### config.mk
export PLATFORM = sky130hd
export DESIGN_NAME = bnn_window_gen
export DESIGN_NICKNAME = d
export VERILOG_FILES = /design/src/rtl/bnn_pkg.sv /design/src/rtl/bnn_line_buffer.sv /design/src/rtl/bnn_window_gen.sv
export SDC_FILE = /design/constraint.sdc
export NUM_CORES = 1
export LEC_CHECK = 0
export CAP_MARGIN = 30
export CORE_ASPECT_RATIO = 1.2
export CORE_UTILIZATION = 30
export DETAILED_ROUTE_END_ITERATION = 7
export GPL_TIMING_DRIVEN = 0
export SLEW_MARGIN = 10
export SYNTH_ARGS = -nofsm -noshare
export SYNTH_HDL_FRONTEND = slang
export SYNTH_SLANG_ARGS = --single-unit
export TNS_END_PERCENT = 20
### constraint.sdc
create_clock -name clk -period 4.9 [get_ports clk]
set_input_delay 0.98 -clock clk [delete_from_list [all_inputs] [get_ports clk]]
set_output_delay 0.98 -clock clk [all_outputs]
set_load 0.01 [all_outputs]
### src/rtl/bnn_pkg.sv
// Shared constants, FSM encoding and tap-lane layout for the BNN window generator.
// Optional input binarization is selected by BNN_WIN_BINARIZE_EN.
package bnn_pkg;

  localparam int K      = 5;
  localparam int DW     = 8;
  localparam int NI0    = 28;
  localparam int NI1    = 12;
  localparam int NI_MAX = 28;
  localparam int CW     = $clog2(NI_MAX);
  localparam int TAP_W  = K * DW;

  typedef enum logic [1:0] {
    ST_IDLE   = 2'd0,
    ST_FILL   = 2'd1,
    ST_STREAM = 2'd2
  } win_state_e;

  // Sign-magnitude +1 / -1 used when the input stream is binarized.
  localparam logic [DW-1:0] BIN_POS = 8'h01;
  localparam logic [DW-1:0] BIN_NEG = 8'h81;

  // Lane i holds row r-(K-1)+i, so lane 0 (oldest row) sits in the top byte.
  function automatic int lane_lsb(input int i);
    return TAP_W - DW * (i + 1);
  endfunction

endpackage

### src/rtl/bnn_line_buffer.sv
// One feature-map row of storage with a read-before-write port at a single address.
// The read is combinational so the old word can be forwarded down the chain in the same cycle.
module bnn_line_buffer #(
  parameter int DEPTH = bnn_pkg::NI_MAX,
  parameter int DW    = bnn_pkg::DW
) (
  input  logic                     clk,
  input  logic                     we,
  input  logic [$clog2(DEPTH)-1:0] addr,
  input  logic [DW-1:0]            wr_data,
  output logic [DW-1:0]            rd_data
);

  logic [DW-1:0] mem [DEPTH];

  assign rd_data = mem[addr];

  // Contents are deliberately not reset; the consumer never sees unwritten words.
  always_ff @(posedge clk) begin
    if (we) begin
      mem[addr] <= wr_data;
    end
  end

endmodule

### src/rtl/bnn_window_gen.sv
// Sliding-window column-slice generator feeding the 5x5 binary convolution engine.
// Define BNN_WIN_BINARIZE_EN to binarize incoming pixels to sign-magnitude +/-1.
module bnn_window_gen #(
  parameter int K      = bnn_pkg::K,
  parameter int DW     = bnn_pkg::DW,
  parameter int NI0    = bnn_pkg::NI0,
  parameter int NI1    = bnn_pkg::NI1,
  parameter int NI_MAX = bnn_pkg::NI_MAX
) (
  input  logic                      clk,
  input  logic                      rstn,
  input  logic                      start,
  input  logic                      state,
  input  logic [DW-1:0]             din,
  input  logic                      din_valid,
  output logic [K*DW-1:0]           taps,
  output logic                      tvalid,
  output logic [$clog2(NI_MAX)-1:0] tcol,
  output logic                      done,
  output logic                      busy
);

  import bnn_pkg::*;

  localparam int CWL = $clog2(NI_MAX);
  localparam int NB  = K - 1;

  win_state_e      fsm_reg, fsm_next;
  logic [CWL-1:0]  col_reg, col_next;
  logic [CWL-1:0]  row_reg, row_next;
  logic [CWL-1:0]  ni_reg, ni_next;

  logic [K*DW-1:0] taps_reg;
  logic            tvalid_reg;
  logic [CWL-1:0]  tcol_reg;
  logic            done_reg;

  logic            accept;
  logic            col_last;
  logic            row_last;
  logic            frame_last;
  logic [DW-1:0]   pix;
  logic [K*DW-1:0] slice;
  logic [DW-1:0]   lb_rd [NB];
  logic [DW-1:0]   lb_wr [NB];

`ifdef BNN_WIN_BINARIZE_EN
  assign pix = din[DW-1] ? BIN_NEG : BIN_POS;
`else
  assign pix = din;
`endif

  assign col_last   = (col_reg == ni_reg - CWL'(1));
  assign row_last   = (row_reg == ni_reg - CWL'(1));
  assign frame_last = col_last && row_last;

  // Buffer 0 takes the new pixel; each later buffer takes its predecessor's old word.
  for (genvar gi = 0; gi < NB; gi++) begin : g_lb
    if (gi == 0) begin : g_head
      assign lb_wr[gi] = pix;
    end else begin : g_tail
      assign lb_wr[gi] = lb_rd[gi-1];
    end

    bnn_line_buffer #(
      .DEPTH (NI_MAX),
      .DW    (DW)
    ) u_lb (
      .clk     (clk),
      .we      (accept),
      .addr    (col_reg),
      .wr_data (lb_wr[gi]),
      .rd_data (lb_rd[gi])
    );

    assign slice[lane_lsb(gi) +: DW] = lb_rd[NB-1-gi];
  end

  assign slice[lane_lsb(NB) +: DW] = pix;

  always_ff @(posedge clk or negedge rstn) begin
    if (!rstn) begin
      fsm_reg <= ST_IDLE;
      col_reg <= '0;
      row_reg <= '0;
      ni_reg  <= CWL'(NI0);
    end else begin
      fsm_reg <= fsm_next;
      col_reg <= col_next;
      row_reg <= row_next;
      ni_reg  <= ni_next;
    end
  end

  always_comb begin
    fsm_next = fsm_reg;
    col_next = col_reg;
    row_next = row_reg;
    ni_next  = ni_reg;
    accept   = 1'b0;
    case (fsm_reg)
      ST_IDLE: begin
        col_next = '0;
        row_next = '0;
        if (start) begin
          fsm_next = ST_FILL;
          ni_next  = state ? CWL'(NI1) : CWL'(NI0);
        end
      end
      ST_FILL, ST_STREAM: begin
        // Dropping start aborts the frame even if a pixel is presented this cycle.
        if (!start) begin
          fsm_next = ST_IDLE;
          col_next = '0;
          row_next = '0;
        end else if (din_valid) begin
          accept = 1'b1;
          if (col_last) begin
            col_next = '0;
            row_next = row_reg + CWL'(1);
            if (fsm_reg == ST_FILL && row_reg == CWL'(NB - 1)) begin
              fsm_next = ST_STREAM;
            end
            if (fsm_reg == ST_STREAM && row_last) begin
              fsm_next = ST_IDLE;
              row_next = '0;
            end
          end else begin
            col_next = col_reg + CWL'(1);
          end
        end
      end
      default: begin
        fsm_next = ST_IDLE;
        col_next = '0;
        row_next = '0;
      end
    endcase
  end

  always_ff @(posedge clk or negedge rstn) begin
    if (!rstn) begin
      taps_reg   <= '0;
      tvalid_reg <= 1'b0;
      tcol_reg   <= '0;
      done_reg   <= 1'b0;
    end else begin
      tvalid_reg <= accept && (fsm_reg == ST_STREAM);
      done_reg   <= accept && (fsm_reg == ST_STREAM) && frame_last;
      if (accept) begin
        taps_reg <= slice;
        tcol_reg <= col_reg;
      end
    end
  end

  assign taps   = taps_reg;
  assign tvalid = tvalid_reg;
  assign tcol   = tcol_reg;
  assign done   = done_reg;
  assign busy   = (fsm_reg != ST_IDLE);

endmodule

==> results of run 1 <==
[worst max path at each step]
stage               startpoint  cells past startpoint                                end  slack (ns)
finish                   start                      9  g_lb[2].u_lb.mem[25][7]$_DFFE_PP_        0.41
global route             start                      9  g_lb[2].u_lb.mem[25][7]$_DFFE_PP_        0.34
CTS                      start                      9  g_lb[2].u_lb.mem[25][7]$_DFFE_PP_        0.53
detailed placement       start                      9  g_lb[2].u_lb.mem[25][1]$_DFFE_PP_       -0.15
global placement         start                      6  g_lb[2].u_lb.mem[24][1]$_DFFE_PP_       -4.71
floorplan            din_valid                      6  g_lb[0].u_lb.mem[24][0]$_DFFE_PP_        0.23
[routing by layer]
metal,track usage,share of wire,vias to the layer above
met4,0.0712,0.039,2
met1,0.215,0.39,10358
met5,0,0.00012,-
li1,-,-,8037
met3,0.0304,0.077,237
met2,0.290,0.50,999
[power by group through the flow]
stage               Clock (mW)  Sequential (mW)  Combinational (mW)
finish                    7.47             9.85                3.56
global route              7.85             9.88                3.76
CTS                       7.57             9.88                3.46
detailed placement           0             10.0                3.45
global placement             0             10.1                3.22
floorplan                    0             10.1                1.88
[cell usage in the layout (no fill, tap or decap), types with 12 or more instances in the layout]
cell and n:
a211oi_1 15, dfrtp_1 59, clkdlybuf4s50_1 58, clkinv_1 14
buf_12 14, mux2i_1 195, o21ai_0 16, mux2_2 21
nand2_1 61, buf_6 30, nor2_4 24, nor2_1 23
mux4_2 127, a22oi_1 41, nand3_1 32, o22ai_1 83
a31oi_1 14, buf_4 35, edfxtp_1 896, clkbuf_16 103
nor4_1 12, clkinv_2 22, clkbuf_1 28, buf_8 26
buf_2 38, buf_16 28, a21oi_1 14
[kinds of logic after synthesis]
logic type,count (synthesis)
adder cells (fa/ha/maj),10
buffers and inverters,103
AND/OR/NAND/NOR,205
flip-flops,956
AO/OA/AOI/OAI,204
multiplexers,344
XOR/XNOR,4
[metrics by stage]
stage / hold slack, ns / setup TNS (ns) / power [mW] / cells / area, um2
after detailed placement: 0.466 / -4.21 / 13.5 / 3597 / 41000
after floorplan: 0.476 / 0 / 11.9 / 1826 / 36700
after CTS: 0.199 / 0 / 20.9 / 3776 / 44200
final: 0.221 / 0 / 20.9 / 3794 / 44500
after global routing: 0.221 / 0 / 21.5 / 3792 / 44500
after global placement: 0.474 / -2180.51 / 13.3 / 3518 / 39300
[area by class of cell]
class                           instances  area, um2
Antenna cell                            2       5.00
Buffer                                 94        641
Clock buffer                          124       2690
Clock inverter                         55        533
Fill cell                           10922      76900
Inverter                                9       33.8
Multi-Input combinational cell        767       7840
Sequential cell                       956      28400
Tap cell                             1633       2040
Timing Repair Buffer                  154       2290
[worst max-delay path: cells and delay by family]
kind | cells | cell delay, ns
and+or+nand+nor | 4 | 1.91
buffers and inverters | 5 | 1.92
==> results by group, run 1 <==
Timing
  • Worst-margin pin slew: 1.13 ns
  • Fin crit share: 0.915
  • Worst setup margin: 0.415 ns
  • Slew HR: 0.246
  • Layout Skew: 0.0354 ns
  • Slew Viols, Final: 0
  • Setup violators final: 0
  • Final Critical Period: 4.49 ns
  • RSZ-0062 raised after global routing: false
  • Max Clk Rate: 223 MHz
  • Final Hold Fails: 0

Routing
  • Routed Antenna Nets: 0
  • Vias per cell: 5.17
  • DR pass1 iterations: 6
  • Initial DRC count: 2217
  • Wirelength per Cell: 28.0 um
  • Via count: 19633
  • DRT Wirelength: 106000 um
  • Residual DRC count: 0

Clock network
  • Post-CTS Hold Buffers: 0
  • Worst-Skew Late Latency: 0.67 ns
  • Clk slew on worst S/H paths: 0.06 ns
  • CTS tree: built
  • Deepest clock path buffer count: 3
  • Setup bufs post-CTS: 0
  • PostCTS Resize Cnt: 0
  • Clock sink count: 956
  • TritonCTS Buffers: 96
  • CTS root buf: clkbuf_16
  • H-tree levels: 3

Setup path
  • Worst Setup Start Kind: input pin
  • Reg2reg setup slack: 0.55 ns
  • Crit Path Class: in2reg
  • CP Capture Type: flip-flop
  • Slowest cell on crit path: nor3_2
  • Crit path top cell by count: buf_4
  • CP max stage delay: 0.72 ns
  • Critical R2R Launch: fsm_reg[1]$_DFFE_PN0P_
  • Reg2reg path depth: 10
  • R2r endpoint: g_lb[2].u_lb.mem[25][7]$_DFFE_PP_
  • CP cell instances: clkdlybuf4s50_1 -> nand2_1 -> nor2_1 -> clkbuf_1 -> nand2_1 -> nor3_2 -> buf_4 -> buf_4 -> buf_4
  • CP required: 5.25 ns
  • Crit path max fanout: 10
  • Worst Path Arrival: 4.84 ns

Placed design
  • Post-place setup slack: -0.148 ns
  • Port bufs: 59
  • GPL Wtd Cong: 0.818
  • Dpl hpwl: 71300 um

Logic synthesis
  • Synthesized cell area: 36700 um2
  • Synth Area in Simple Gates: 0.0286
  • Synth Warn #: 0
  • Syn Area/Cell: 20.1 um2
  • Number of synthesized flops with an enable pin: 896
  • Sequential cell area fraction in the yosys report: 0.774
  • Mapped Cells: 1826
  • Most frequent cell after synthesis: edfxtp_1
  • Post-synthesis mux area share: 0.138
  • Top FF cell, synth: edfxtp_1
  • Synth Area in Compound Gates: 0.0368
  • Post-synth cell types: 56
  • Post-synth top area share: 0.733
  • Commonest cells post-synth: edfxtp_1 (896), mux2i_1 (195), mux4_2 (127), o22ai_1 (83), nand2_1 (61)
  • Cell accounting for the most synthesized area: edfxtp_1
  • Synth Area in Adders: 0.00341
  • Syn_nets: 1849
  • Main combinational cell family by area after synthesis: multiplexers
  • Area contributors post-synth: edfxtp_1 (73%), mux4_2 (7.8%), mux2i_1 (5.3%)
  • Asr flop ratio synth: 0.0628
  • Post-Synth XOR/XNOR Area: 0.000954
  • #FFs+latches synth: 956

GRT
  • Overall Global Routing Usage: 0.171
  • Initial antenna violation count: 1
  • Global-route wire length before repair: 149000 um
  • Largest net degree at the start of global routing: 45
  • Vias in the first global route: 20152
  • Total gr overflow: 0

Die
  • Die Area: 124000 um2
  • Io pins: 61
  • Die height: 385 um
  • Row count: 140
  • Starting Density: 0.302
  • Core footprint: 121000 um2
  • Die W: 321 um

Power and ir drop
  • Net Sw Power: 5.31 mW
  • Pwr/cell area: 469 nW/um2
  • Clock power frac: 0.358
  • Internal power: 15.6 mW
  • Maximum VDD drop: 0.249 mV
  • Comb power frac: 0.171
  • Reg power frac: 0.472
  • Leakage: 13.9 nW
  • Sw Share: 0.254

Status
  • Outcome: finished clean

Min path
  • Worst min-delay path class: in2async

Layout
  • Max reg flops: 896
  • Finished Core Util: 0.366
  • Layout Nets: 2101
  • Share of post-route cells with drive strength above 1: 0.240
  • P&R area growth vs syn: 21.2%

Job
  • Maxcap violations: 0
Power figures use the tool's default switching activity.
==> run 2: changes to the inputs <==
--- a/config.mk
+++ b/config.mk
@@ -10,6 +10,7 @@
 export CORE_UTILIZATION = 30
 export DETAILED_ROUTE_END_ITERATION = 7
 export GPL_TIMING_DRIVEN = 0
+export MAX_ROUTING_LAYER = met4
 export SLEW_MARGIN = 10
 export SYNTH_ARGS = -nofsm -noshare
 export SYNTH_HDL_FRONTEND = slang
==> run 2 against run 1 <==
Compared with the run above: fmax fell by 1.3%; core utilization about the same; setup slack lost 0.060 ns; final area about the same; global-route usage up 0.53 points; first-iteration DRC count up 5.5%; sequential power barely moved; count of clock-buffer cells in the layout is the same; die area unchanged.
==> results by group, run 2 (synthesized netlist as in run 1, its figures left out) <==
GRT
  • Largest net degree at the start of global routing: 45
  • GRT Max-Usage Layer: met2
  • Vias in the first global route: 20139
  • Initial antenna violation count: 1
  • Total gr overflow: 0
  • M3 GR Usage: 0.0288
  • Met1 Use GR: 0.215
  • Global-route wire length before repair: 149000 um
  • Overall Global Routing Usage: 0.176
  • Met2 Use GR: 0.290

Layout
  • Share of post-route cells with drive strength above 1: 0.240
  • Multi-input logic area: 7840 um2
  • Filler Cells Inserted: 10925
  • Design Area, Final: 44500 um2
  • Most frequent cells in the layout: edfxtp_1 (896), mux2i_1 (195), mux4_2 (127)
  • Seq. cell area: 28400 um2
  • Most common cell after layout, fill and taps aside: edfxtp_1
  • Layout Nets: 2101
  • Max reg flops: 896
  • P&R area growth vs syn: 21.2%

Setup path
  • CP Capture Type: flip-flop
  • Crit path max fanout: 10
  • Crit Path Class: in2reg
  • Reg2reg setup slack: 0.48 ns
  • Worst Path Arrival: 4.90 ns
  • Worst Setup Start Kind: input pin
  • Reg2reg path depth: 10
  • Critical R2R Launch: fsm_reg[1]$_DFFE_PN0P_
  • CP required: 5.25 ns
  • Crit. Startpoint: start
  • R2r endpoint: g_lb[2].u_lb.mem[25][7]$_DFFE_PP_

Timing
  • Slew Viols, Final: 0
  • RSZ-0062 raised after global routing: false
  • Worst-margin pin slew: 1.10 ns
  • Max Clk Rate: 220 MHz
  • Fin crit share: 0.928
  • Worst setup margin: 0.354 ns
  • Final Hold Fails: 0
  • Setup violators final: 0
  • Final Critical Period: 4.55 ns
  • Layout Skew: 0.0334 ns
  • Slew HR: 0.269
  • Final setup TNS: 0 ns

Routing
  • Routed Antenna Nets: 0
  • Wirelength per Cell: 28.0 um
  • Via count: 19689
  • DR pass1 iterations: 5
  • DRT Wirelength: 106000 um
  • Vias per cell: 5.19
  • Initial DRC count: 2340
  • Residual DRC count: 0

Die
  • Core footprint: 121000 um2
  • Die height: 385 um
  • Die W: 321 um
  • Starting Density: 0.302
  • Row count: 140
  • Die Area: 124000 um2
  • Io pins: 61

Clock network
  • Deepest clock path buffer count: 3
  • H-tree levels: 3
  • Clock sink count: 956
  • PostCTS Resize Cnt: 0
  • Clk slew on worst S/H paths: 0.06 ns
  • Post-CTS Hold Buffers: 0
  • Worst-Skew Late Latency: 0.68 ns
  • CTS tree: built
  • CTS root buf: clkbuf_16
  • TritonCTS Buffers: 96
  • Setup bufs post-CTS: 0

Power and ir drop
  • Leakage: 13.9 nW
  • Maximum VDD drop: 0.250 mV
  • Pwr/cell area: 469 nW/um2

Placed design
  • Post-place setup slack: -0.148 ns
  • Port bufs: 59
  • Placed inst area: 41000 um2
  • GPL Wtd Cong: 0.830
  • Dpl hpwl: 71300 um

Status
  • Outcome: finished clean

Job
  • Maxcap violations: 0

Min path
  • Worst min-delay path class: in2async
run 2: cell count changes in the layout (fill, tap and decap cells not counted), sizes merged:
cell    before  now
buf        172  171
clkbuf     142  143
diode        2    3
run 2: area by class of cell:
class | count | area share
flip-flops and latches | 956 | 0.638
clock buffers | 124 | 0.0605
repair buffers | 154 | 0.0517
well taps | 1633 | 0.0459
clock inverters | 55 | 0.0120
plain buffers | 94 | 0.0144
diodes | 3 | 0.000169
multi-input cells | 767 | 0.176
inverters | 9 | 0.000759
run 2: worst max path at each step:
stage,end,depth (start not counted)
after floorplan,g_lb[0].u_lb.mem[24][0]$_DFFE_PP_,6
after global placement,g_lb[2].u_lb.mem[24][1]$_DFFE_PP_,6
after detailed placement,g_lb[2].u_lb.mem[25][1]$_DFFE_PP_,9
after CTS,g_lb[2].u_lb.mem[25][7]$_DFFE_PP_,9
after global routing,g_lb[0].u_lb.mem[25][1]$_DFFE_PP_,9
final,g_lb[2].u_lb.mem[25][7]$_DFFE_PP_,9
run 2: per-layer routing:
layer / vias up / wire length (um)
li1: 8044 / -
met1: 10399 / 40900
met2: 1014 / 52700
met3: 232 / 8260
met4: 0 / 4230
met5: - / 0
run 2: worst max-delay path, stage by stage:
cell and delay, ns:
clkdlybuf4s50_1 0.57, nand2_1 0.29, nor2_1 0.35, clkbuf_1 0.67
nand2_1 0.57, nor3_2 0.74, buf_4 0.30, buf_4 0.19
buf_4 0.21
run 2: through the flow:
stage / hold slack [ns] / util / cells / power, mW
2_1_floorplan: 0.476 / - / 1826 / 11.9
3_3_place_gp: 0.474 / 0.324 / 3518 / 13.3
3_5_place_dp: 0.466 / 0.338 / 3597 / 13.5
4_1_cts: 0.199 / 0.364 / 3776 / 20.9
5_1_grt: 0.216 / 0.367 / 3793 / 21.5
6_report: 0.218 / 0.367 / 3795 / 20.9
run 2: report_power, final:
part	switching (mW)	leakage, nW	internal [mW]	total (mW)
Sequential	0.162	8.80	9.69	9.85
Clock	3.07	1.58	4.40	7.47
Combinational	2.07	3.53	1.49	3.56
Total	5.31	13.9	15.6	20.9
==> run 3: changes to the inputs <==
--- a/config.mk
+++ b/config.mk
@@ -11,6 +11,7 @@
 export DETAILED_ROUTE_END_ITERATION = 7
 export GPL_TIMING_DRIVEN = 0
 export MAX_ROUTING_LAYER = met4
+export RECOVER_POWER = 100
 export SLEW_MARGIN = 10
 export SYNTH_ARGS = -nofsm -noshare
 export SYNTH_HDL_FRONTEND = slang
==> run 3 against run 2 <==
Compared with the run above: the flow now finishes with violations (max-capacitance violations, max-slew violations); die area did not move; critical path type unchanged; combinational power fell by 4%; sequential share of layout area rose by 0.85 points; clock power barely moved; sequential cell count did not move; clock skew barely moved.
==> results by group, run 3 (synthesized netlist as in run 1, its figures left out) <==
Setup path
  • Crit Path Class: in2reg
  • CP Capture Type: flip-flop
  • R2r endpoint: g_lb[1].u_lb.mem[24][0]$_DFFE_PP_
  • CP cell instances: dlygate4sd3_1 -> nand2_1 -> nor2_1 -> clkbuf_1 -> nand2_1 -> nor3_2 -> clkbuf_1 -> buf_4
  • Crit path max fanout: 10
  • CP required: 5.25 ns
  • Worst Path Arrival: 5.06 ns
  • Reg2reg path depth: 10
  • Reg2reg setup slack: 0.22 ns
  • Critical R2R Launch: col_reg[1]$_DFFE_PN0P_
  • Worst Setup Start Kind: input pin
  • Slowest cell on crit path: nor3_2
  • CP max stage delay: 0.69 ns

Die
  • Die height: 385 um
  • Starting Density: 0.302
  • Row count: 140
  • Io pins: 61
  • Core footprint: 121000 um2
  • Die Area: 124000 um2
  • Die W: 321 um

Placed design
  • GPL Wtd Cong: 0.830
  • Dpl hpwl: 71300 um
  • Port bufs: 59
  • Post-place setup slack: -0.148 ns

Min path
  • Hold Crit Start: taps[7]$_DFFE_PN0P_
  • Worst Hold Depth: 2
  • Worst hold endpoint: taps[7]$_DFFE_PN0P_
  • Worst min-delay path class: reg2reg

Routing
  • Vias per cell: 5.18
  • Via count: 19664
  • Residual DRC count: 0
  • DR pass1 iterations: 6
  • Initial DRC count: 2347
  • Routed Antenna Nets: 0
  • Wirelength per Cell: 28.1 um
  • DRT Wirelength: 107000 um

Timing
  • Slew Viols, Final: 63
  • Max Clk Rate: 212 MHz
  • Final Hold Fails: 0
  • Fin crit share: 0.962
  • Worst-margin pin slew: 2.90 ns
  • Final setup TNS: 0 ns
  • RSZ-0062 raised after global routing: false
  • Worst setup margin: 0.184 ns
  • Layout Skew: 0.0337 ns
  • Setup violators final: 0
  • Final Critical Period: 4.72 ns
  • Slew HR: -0.933

GRT
  • Total gr overflow: 0
  • Largest net degree at the start of global routing: 45
  • Overall Global Routing Usage: 0.176
  • Global-route wire length before repair: 149000 um
  • Initial antenna violation count: 1
  • Vias in the first global route: 20139

Layout
  • Most common cell after layout, fill and taps aside: edfxtp_1
  • Filler Cells Inserted: 11008
  • Share of post-route cells with drive strength above 1: 0.220
  • Most frequent cells in the layout: edfxtp_1 (896), mux2i_1 (195), mux4_2 (127)
  • Multi-input logic area: 7720 um2
  • Seq. cell area: 28400 um2
  • Layout Nets: 2101
  • Finished Core Util: 0.362
  • Max reg flops: 896
  • P&R area growth vs syn: 19.6%

Power and ir drop
  • Leakage: 13.7 nW
  • Maximum VDD drop: 0.248 mV
  • Power, Total: 20.7 mW
  • Pwr/cell area: 472 nW/um2

Clock network
  • TritonCTS Buffers: 96
  • Worst-Skew Late Latency: 0.68 ns
  • Clk slew on worst S/H paths: 0.06 ns
  • PostCTS Resize Cnt: 0
  • CTS tree: built
  • Post-CTS Hold Buffers: 0
  • Deepest clock path buffer count: 3
  • Setup bufs post-CTS: 0
  • Clock sink count: 956
  • H-tree levels: 3
  • CTS root buf: clkbuf_16

Job
  • Maxcap violations: 5

Status
  • Failing checks: max-capacitance violations, max-slew violations
  • Outcome: finished, violations left
[run 3: critical path, delay by kind of cell]
family / cells / cell delay [ns]
simple gates: 4 / 1.83
buf+inv: 4 / 2.22
[run 3: metal layers]
layer | GRT usage | vias to the layer above | wire length (um)
met3 | 0.0288 | 249 | 8180
met4 | 0.0711 | 0 | 4290
met5 | - | - | 0
met1 | 0.215 | 10410 | 41200
li1 | - | 8027 | -
met2 | 0.290 | 978 | 52800
[run 3: cell type report]
cell class | instances | share of cell area
diodes | 3 | 0.000171
plain buffers | 94 | 0.0138
clock buffers | 124 | 0.0613
clock inverters | 55 | 0.0121
inverters | 9 | 0.000769
multi-input cells | 767 | 0.176
flip-flops and latches | 956 | 0.647
well taps | 1633 | 0.0465
repair buffers | 154 | 0.0427
[run 3: worst max-delay path by stage]
stage                     cells past startpoint       from                                 to  slack, ns
after global placement                        6      start  g_lb[2].u_lb.mem[24][1]$_DFFE_PP_      -4.71
after CTS                                     9      start  g_lb[2].u_lb.mem[25][7]$_DFFE_PP_       0.53
after detailed placement                      9      start  g_lb[2].u_lb.mem[25][1]$_DFFE_PP_      -0.15
final                                         8      start  g_lb[1].u_lb.mem[27][1]$_DFFE_PP_       0.18
after global routing                          7      start  g_lb[3].u_lb.mem[10][2]$_DFFE_PP_       0.17
after floorplan                               6  din_valid  g_lb[0].u_lb.mem[24][0]$_DFFE_PP_       0.23
[run 3: report_power, final]
group | switching (mW) | internal [mW] | total [mW]
combinational | 2.06 | 1.35 | 3.40
sequential | 0.153 | 9.70 | 9.85
clock | 3.08 | 4.40 | 7.48
total | 5.29 | 15.4 | 20.7
[run 3: stage by stage]
step           cells  area (um2)  hold WS, ns
6_report        3795       43900        0.479
5_1_grt         3793       43900        0.507
4_1_cts         3776       44200        0.199
3_5_place_dp    3597       41000        0.466
3_3_place_gp    3518       39300        0.474
2_1_floorplan   1826       36700        0.476
